File: src/rtl/write_buffer.sv
// write_buffer: word-granular store buffer draining to the data bus in order.
// Define WB_FWD_EN to forward loads from the youngest matching buffered store.
module write_buffer #(
    parameter int ADDR_WIDTH = 32,
    parameter int DATA_WIDTH = 32,
    parameter int DEPTH      = 4
) (
    input  logic                  clock,
    input  logic                  reset,
    input  logic                  cache_rd,
    input  logic                  cache_wr,
    input  logic [ADDR_WIDTH-1:0] cache_addr,
    input  logic [DATA_WIDTH-1:0] cache_wr_data,
    output logic [DATA_WIDTH-1:0] cache_data,
    output logic                  cache_waitrequest,
    output logic                  bus_rd,
    output logic                  bus_wr,
    output logic [ADDR_WIDTH-1:0] bus_addr,
    output logic [DATA_WIDTH-1:0] bus_wr_data,
    input  logic [DATA_WIDTH-1:0] bus_rd_data,
    input  logic                  bus_waitrequest,
    output logic                  wb_empty
);
    localparam int PTR_W = $clog2(DEPTH);
    localparam int CNT_W = PTR_W + 1;

    typedef enum logic [1:0] {B_IDLE, B_WRITE, B_READ} bus_state_t;
    bus_state_t state, state_next;

    logic [ADDR_WIDTH-1:0] addr_mem [DEPTH];
    logic [DATA_WIDTH-1:0] data_mem [DEPTH];
    logic [PTR_W-1:0]      head, tail;
    logic [CNT_W-1:0]      count;

    logic                  full, push, pop, rd_done, load_eligible, fwd_hit;
    logic [DATA_WIDTH-1:0] fwd_data;

    // A full buffer refuses the store even if the head pops this cycle.
    assign full     = (count == CNT_W'(DEPTH));
    assign push     = cache_wr && !cache_rd && !full;
    assign pop      = (state == B_WRITE) && !bus_waitrequest;
    assign rd_done  = (state == B_READ) && !bus_waitrequest;
    assign wb_empty = (count == '0) && (state == B_IDLE);

`ifdef WB_FWD_EN
    logic [PTR_W-1:0] fwd_idx;

    // Scan oldest to youngest so the youngest matching entry wins.
    always_comb begin
        // NOTE: every combinational output gets a default first; a path that skips assignment would infer a latch.
        fwd_hit  = 1'b0;
        fwd_data = '0;
        fwd_idx  = head;
        for (int i = 0; i < DEPTH; i++) begin
            fwd_idx = head + PTR_W'(i);
            if ((CNT_W'(i) < count) && (addr_mem[fwd_idx] == cache_addr)) begin
                fwd_hit  = 1'b1;
                fwd_data = data_mem[fwd_idx];
            end
        end
    end

    assign load_eligible = !fwd_hit;
`else
    assign fwd_hit       = 1'b0;
    assign fwd_data      = '0;
    assign load_eligible = (count == '0);
`endif

    always_comb begin
        cache_data        = '0;
        cache_waitrequest = 1'b0;
        if (cache_rd) begin
            if (fwd_hit) begin
                cache_data = fwd_data;
            end else if (rd_done) begin
                cache_data = bus_rd_data;
            end else begin
                cache_waitrequest = 1'b1;
            end
        end else if (cache_wr) begin
            cache_waitrequest = full;
        end
    end

    // Loads take priority over draining so a bypassing read is not stuck behind stores.
    always_comb begin
        state_next = state;
        unique case (state)
            B_IDLE: begin
                if (cache_rd && !fwd_hit && load_eligible) begin
                    state_next = B_READ;
                end else if (count != '0) begin
                    state_next = B_WRITE;
                end
            end
            B_WRITE: if (!bus_waitrequest) state_next = B_IDLE;
            B_READ:  if (!bus_waitrequest) state_next = B_IDLE;
            default: state_next = B_IDLE;
        endcase
    end

    always_ff @(posedge clock) begin
        if (reset) begin
            state       <= B_IDLE;
            head        <= '0;
            tail        <= '0;
            count       <= '0;
            bus_rd      <= 1'b0;
            bus_wr      <= 1'b0;
            bus_addr    <= '0;
            bus_wr_data <= '0;
        end else begin
            state <= state_next;
            if (push) tail <= tail + PTR_W'(1);
            if (pop)  head <= head + PTR_W'(1);
            if (push && !pop) begin
                count <= count + CNT_W'(1);
            end else if (pop && !push) begin
                count <= count - CNT_W'(1);
            end

            if (state == B_IDLE && state_next == B_READ) begin
                bus_rd   <= 1'b1;
                bus_addr <= cache_addr;
            end else if (state == B_IDLE && state_next == B_WRITE) begin
                bus_wr      <= 1'b1;
                bus_addr    <= addr_mem[head];
                bus_wr_data <= data_mem[head];
            end
            if (rd_done) bus_rd <= 1'b0;
            if (pop)     bus_wr <= 1'b0;
        end
    end

    // NOTE: the storage array is deliberately not reset; count gates every read, so stale words are never observed.
    always_ff @(posedge clock) begin
        if (push) begin
            addr_mem[tail] <= cache_addr;
            data_mem[tail] <= cache_wr_data;
        end
    end
endmodule

File: config.mk
export PLATFORM = sky130hd
export DESIGN_NAME = write_buffer
export DESIGN_NICKNAME = d
export VERILOG_FILES = /design/src/rtl/write_buffer.sv
export SDC_FILE = /design/constraint.sdc
export NUM_CORES = 1
export LEC_CHECK = 0
export ABC_AREA = 1
export CAP_MARGIN = 25
export CORE_ASPECT_RATIO = 0.9
export CORE_MARGIN = 3
export CORE_UTILIZATION = 50
export DETAILED_ROUTE_END_ITERATION = 10
export DONT_BUFFER_PORTS = 1
export PLACE_DENSITY = 0.62
export SYNTH_ARGS = -nofsm -noshare
export SYNTH_HDL_FRONTEND = slang
export SYNTH_SLANG_ARGS = --single-unit
File: constraint.sdc
create_clock -name clock -period 6.4 [get_ports clock]
set_input_delay 1.92 -clock clock [delete_from_list [all_inputs] [get_ports clock]]
set_output_delay 1.92 -clock clock [all_outputs]
set_load 0.005 [all_outputs]
Word level (Yosys, flattened, before mapping) --
Memory sizes are Yosys's and may differ from the RTL's. A register that Yosys moved wholly into a read port is not among the register bits. Cells that the tools add are included.
Operators by class: shifts and indexed selects 0, muxes and demuxes 17, eq/ne operators 5, bitwise operators 1, multipliers 0, div/mod/pow operators 0, add/subtract/negate cells 4, $lt $le $gt $ge 0, reduce and logical (&&, ||, !) cells 24
Operators by type and width (count):
- 32-bit two-way mux | 4
- 1-bit logical AND | 10
- 2-bit two-way mux | 5
- 3-bit two-way mux | 2
- 2-bit OR reduction | 3
- 1-bit zero test | 5
- 1-bit two-way mux | 5
- 2-bit by 1-bit adder with 2-bit output, second input constant | 2
- 2-bit by 1-bit == test with 1-bit output, second input constant | 2
- 2-bit == test, second input constant | 2
- 2-bit one-hot mux with 2 select lines | 1
- 2-bit nonzero test | 2
- 3-bit by 1-bit adder with 3-bit output, second input constant | 1
- 3-bit == test, second input constant | 1
- 3-bit zero test | 1
- 3-bit nonzero test | 1
- 3-bit by 1-bit subtractor with 3-bit output, second input constant | 1
- 2-bit zero test | 1
- 2-bit AND reduction | 1
- 1-bit inverter | 1
Word-level totals: latch bits 0, input port bits 101, bits in read-only memories 0, flip-flop bits (word level) 43, bits in writable memories 256, output and inout bits 100, memories 2
Memory list:
- addr_mem | depth 4, bits a word 32, rd ports 1, clocked after Yosys merged registers in 1, write ports 1, line 30 | logic [ADDR_WIDTH-1:0] addr_mem [DEPTH];
- data_mem | depth 4, bits a word 32, rd ports 1, clocked after Yosys merged registers in 1, write ports 1, line 31 | logic [DATA_WIDTH-1:0] data_mem [DEPTH];

Depth between registers and ports, before layout --
depth in word-level cells 8, mapped depth 14, gate-level depth less buffers 13

Worst setup path after synthesis --
No wires, ideal clock.
path type input-to-reg, start input port cache_rd, end memory addr_mem[0][0] (enable), library setup time 0.487 ns, arrival 4.954 ns, stages on the path 3, setup slack 0.960 ns, cell sequence inv_2 -> nand3_1 -> nor2_1
On the way: cells in the longest elaborated chain, start to end 5
RTL lines:
- start, declared | line 10 | input logic cache_rd,
- 1-bit zero test | line 40 | assign push = cache_wr && !cache_rd && !full;
- 1-bit logical AND (2 in series) | line 40
- 1-bit two-way mux | line 138 | if (push) begin
- 1-bit two-way mux (not written as such) | line 139 | addr_mem[tail] <= cache_addr;
- end, declared | line 30
Every way passes these cells.

Worst setup path in the final report --
start input port bus_waitrequest, end output port cache_data[19]
On the way: cells in the longest elaborated chain, start to end 4
RTL lines:
- start, declared | line 21 | input logic bus_waitrequest,
- 1-bit zero test
- 1-bit logical AND | line 42 | assign rd_done = (state == B_READ) && !bus_waitrequest;
- 32-bit two-way mux | line 76 | end else if (rd_done) begin
- 32-bit two-way mux | line 73 | if (cache_rd) begin
- end, declared | line 14 | output logic [DATA_WIDTH-1:0] cache_data,
Every way passes these cells.

==> summary.md <==
| Metric | Value |
|---|---|
| Status | `complete, no violations` |
| RSZ-0062 raised after global routing | `false` |
| Place WS | `1.72 ns` |
| I/O Buffers | `0` |
| DR iter-0 viols | `619` |
| Area Overhead vs Synth | `11.1%` |
| Area leader, netlist | `edfxtp_1` |
| Share of the synthesized area in the top cell type | `58.2%` |
| Die Footprint | `roughly 28000 µm²` |
| Largest net degree at the start of global routing | `67` |
| Comb power frac | `22.6%` |
| WL final | `30300 µm` |
| Post-Synthesis Cells | `approximately 1200` |
| Final HPWL DP | `~17000 µm` |
| Synth cell count leaders | `nor2_1 (273), edfxtp_1 (256), o21ai_0 (195)` |
| Switch Pwr | `just under 2000 µW` |
| Vias in the first global route | `~8600` |
| Crit path cell chain | `inv_1 -> nand2_1 -> clkinv_1 -> buf_4 -> nand2_1 -> nor2_1` |
| Initial antenna violation count | `0` |
| Num rows | `55` |
| Max_cap viols | `0` |
| Synth unique cells | `33` |
| Final WS setup | `roughly 1.7 ns` |
| Ratio of final minimum period to clock period | `73.0%` |
| Setup TNS | `0 ns` |
| Total grt overflow | `0` |
| Clock Power Share | `between 30% and 40%` |
| Clock sinks | `between 300 and 400` |
| CTS tree | `done` |
| GP Congestion | `~0.7` |
| Worst-case vdd ir drop | `~0.24 mV` |
| Worst Tran Pin Value | `slightly below 1 ns` |
| Hold buffers post-CTS | `0` |
| Final Hold Viols | `0` |
| CP endpoint kind | `output port` |
| Worst Path Arrival | `about 2.8 ns` |
| Final net count | `roughly 1300` |
| Resized cells post-CTS | `0` |
| Die Height | `about 160 µm` |
| Fin Clk Skew | `between 0.01 and 0.015 ns` |
| Vias per cell | `5.65` |
| Detailed-router iteration count before antenna repair | `4` |
| Pins Over Slew Limit | `0` |
| Global-route wire length before repair | `roughly 48000 µm` |
| Critical Path RT | `~4.5 ns` |
| EDFF count, synth | `about 260` |
| Post-synth ARST share | `0%` |
| Share of post-route cells with drive strength above 1 | `under 10%` |
| # setup viols final | `0` |
| #FFs+latches synth | `~330` |
| Final core utilization | `57.4%` |
| Via count | `between 8000 and 9000` |
| Die width | `~180 µm` |
| Yosys warns | `0` |
| Mapped Area | `13200 µm²` |
| Crit-path slowest cell | `buf_4` |
| H-tree levels | `2` |
| Worst skew pair latency | `around 0.50 ns` |
| Top cell by count, worst path | `nand2_1` |
| Clk root buf | `clkbuf_16` |
| Sw Share | `roughly a third` |
| Crit-path max FO | `20` |
| Antenna-violating nets left | `0` |
| Most common cell in the synthesized netlist | `nor2_1` |
| Internal power | `~4200 µW` |
| N_diodes | `0` |
| CTS buffer count | `35` |
| Achievable Freq | `214 MHz` |
| Worst Path Class, Setup | `primary input to output port` |
| Worst-path clk slew | `about 0.06 ns` |
| Sequential area share after synthesis | `roughly 70%` |
| Crit start category | `primary input` |
| Largest stage delay on the critical path | `0.33 ns` |
| Min Tclk post-route | `roughly 4.7 ns` |
| Top_reg_cell synth | `edfxtp_1` |
| Syn nets | `roughly 1300` |
| DRC Markers | `0` |
| # Post-CTS Setup Buffers | `0` |
| Synth top area cells | `edfxtp_1 (58%), dfxtp_1 (12%), nor2_1 (7.8%)` |
| CORE AREA | `25500 µm²` |
| Mapped Avg Cell Area | `11.2 µm²` |
| Io pins | `201` |
| Initial Util | `51.7%` |
| CTS max path bufs | `3` |
| Final-layout fill cell count | `roughly 2100` |
| Sequential share of power | `45.5%` |
| Worst Hold Class | `flop to flop` |
| Rel. slew slack | `about a third` |
| P_leak | `roughly 0.005 µW` |
| Total GRT Usage | `21.5%` |
| Cell Pwr Density | `about 420 nW/µm²` |
| Wire per inst | `20.0 µm` |
==> power by group through the flow <==
stage          Clock (µW)  Sequential (µW)  Combinational (µW)
2_1_floorplan           0             2800                1060
3_3_place_gp            0             2870                1350
5_1_grt              2100             2850                1590
4_1_cts              2010             2820                1390
6_report             1970             2820                1400
3_5_place_dp            0             2870                1390
==> registers in the layout, summed over array words and instances, names as in the netlist, named ones only <==
name         count
count            3
tail             2
addr_mem       128
state            2
bus_addr        32
bus_wr           1
bus_wr_data     32
head             2
bus_rd           1
data_mem       128
==> cells by family (layout without fill, tap and decap cells) <==
group,count (synthesis),in the layout,share of synthesized area [%]
simple gates,454,454,14.8
fa+ha+maj,10,10,1.00
flops,333,333,69.9
compound gates,269,269,10.7
xor+xnor,1,1,0.0664
buf+inv,107,108,3.54
==> layer usage <==
metal	GRT usage [%]	up-vias	share of wire (%)
li1	-	4090	-
met1	28.0	4163	43
met2	35.6	277	48
met3	5.61	42	7.7
met4	6.50	0	2.0
met5	0	-	0
==> path summary, 6_finish.rpt <==
check | end | startpoint | depth (start not counted) | slack (ns)
worst min-delay path | bus_rd$_SDFFE_PP0P_ | bus_rd$_SDFFE_PP0P_ | 2 | 0.49
worst min register to register | bus_rd$_SDFFE_PP0P_ | bus_rd$_SDFFE_PP0P_ | 2 | 0.49
worst max register to register | bus_addr[2]$_SDFFE_PP0P_ | state[0]$_SDFF_PP0_ | 11 | 3.35
worst max-delay path | cache_data[19] | bus_waitrequest | 6 | 1.73
==> per-stage QoR <==
stage / area [µm²] / cells / total power, µW / hold slack (ns)
global placement: 13500 / 1451 / 4220 / 0.474
detailed placement: 13500 / 1454 / 4250 / 0.482
floorplan: 13200 / 1174 / 3860 / 0.466
finish: 14700 / 1517 / 6180 / 0.486
global route: 14700 / 1517 / 6550 / 0.515
CTS: 14600 / 1516 / 6220 / 0.491
==> cell type report <==
| type | instances | area, µm² | share of cell area [%] |
|---|---|---|---|
| Tap cell | 342 | 428 | 2.92 |
| Clock buffer | 53 | 1030 | 7.00 |
| Timing Repair Buffer | 18 | 230 | 1.57 |
| Multi-Input combinational cell | 734 | 3550 | 24.2 |
| Clock inverter | 9 | 92.6 | 0.631 |
| Inverter | 28 | 105 | 0.717 |
| Sequential cell | 333 | 9230 | 63.0 |
==> placed cells by master (no fill, tap or decap), types with 12 or more instances in the layout <==
master,instances
a21oi_1,33
nor2_1,269
nand3_1,35
and2_1,21
edfxtp_1,256
clkbuf_16,37
dfxtp_1,74
o22ai_1,37
nand4_1,30
o21ai_0,195
nand2_1,77
inv_1,21
clkbuf_1,12
==> critical path, delay by kind of cell <==
kind                   cells  cell delay [ns]
and+or+nand+nor            3             0.17
buffers and inverters      3             0.66
No activity file was read; power rests on OpenSTA's default activity.
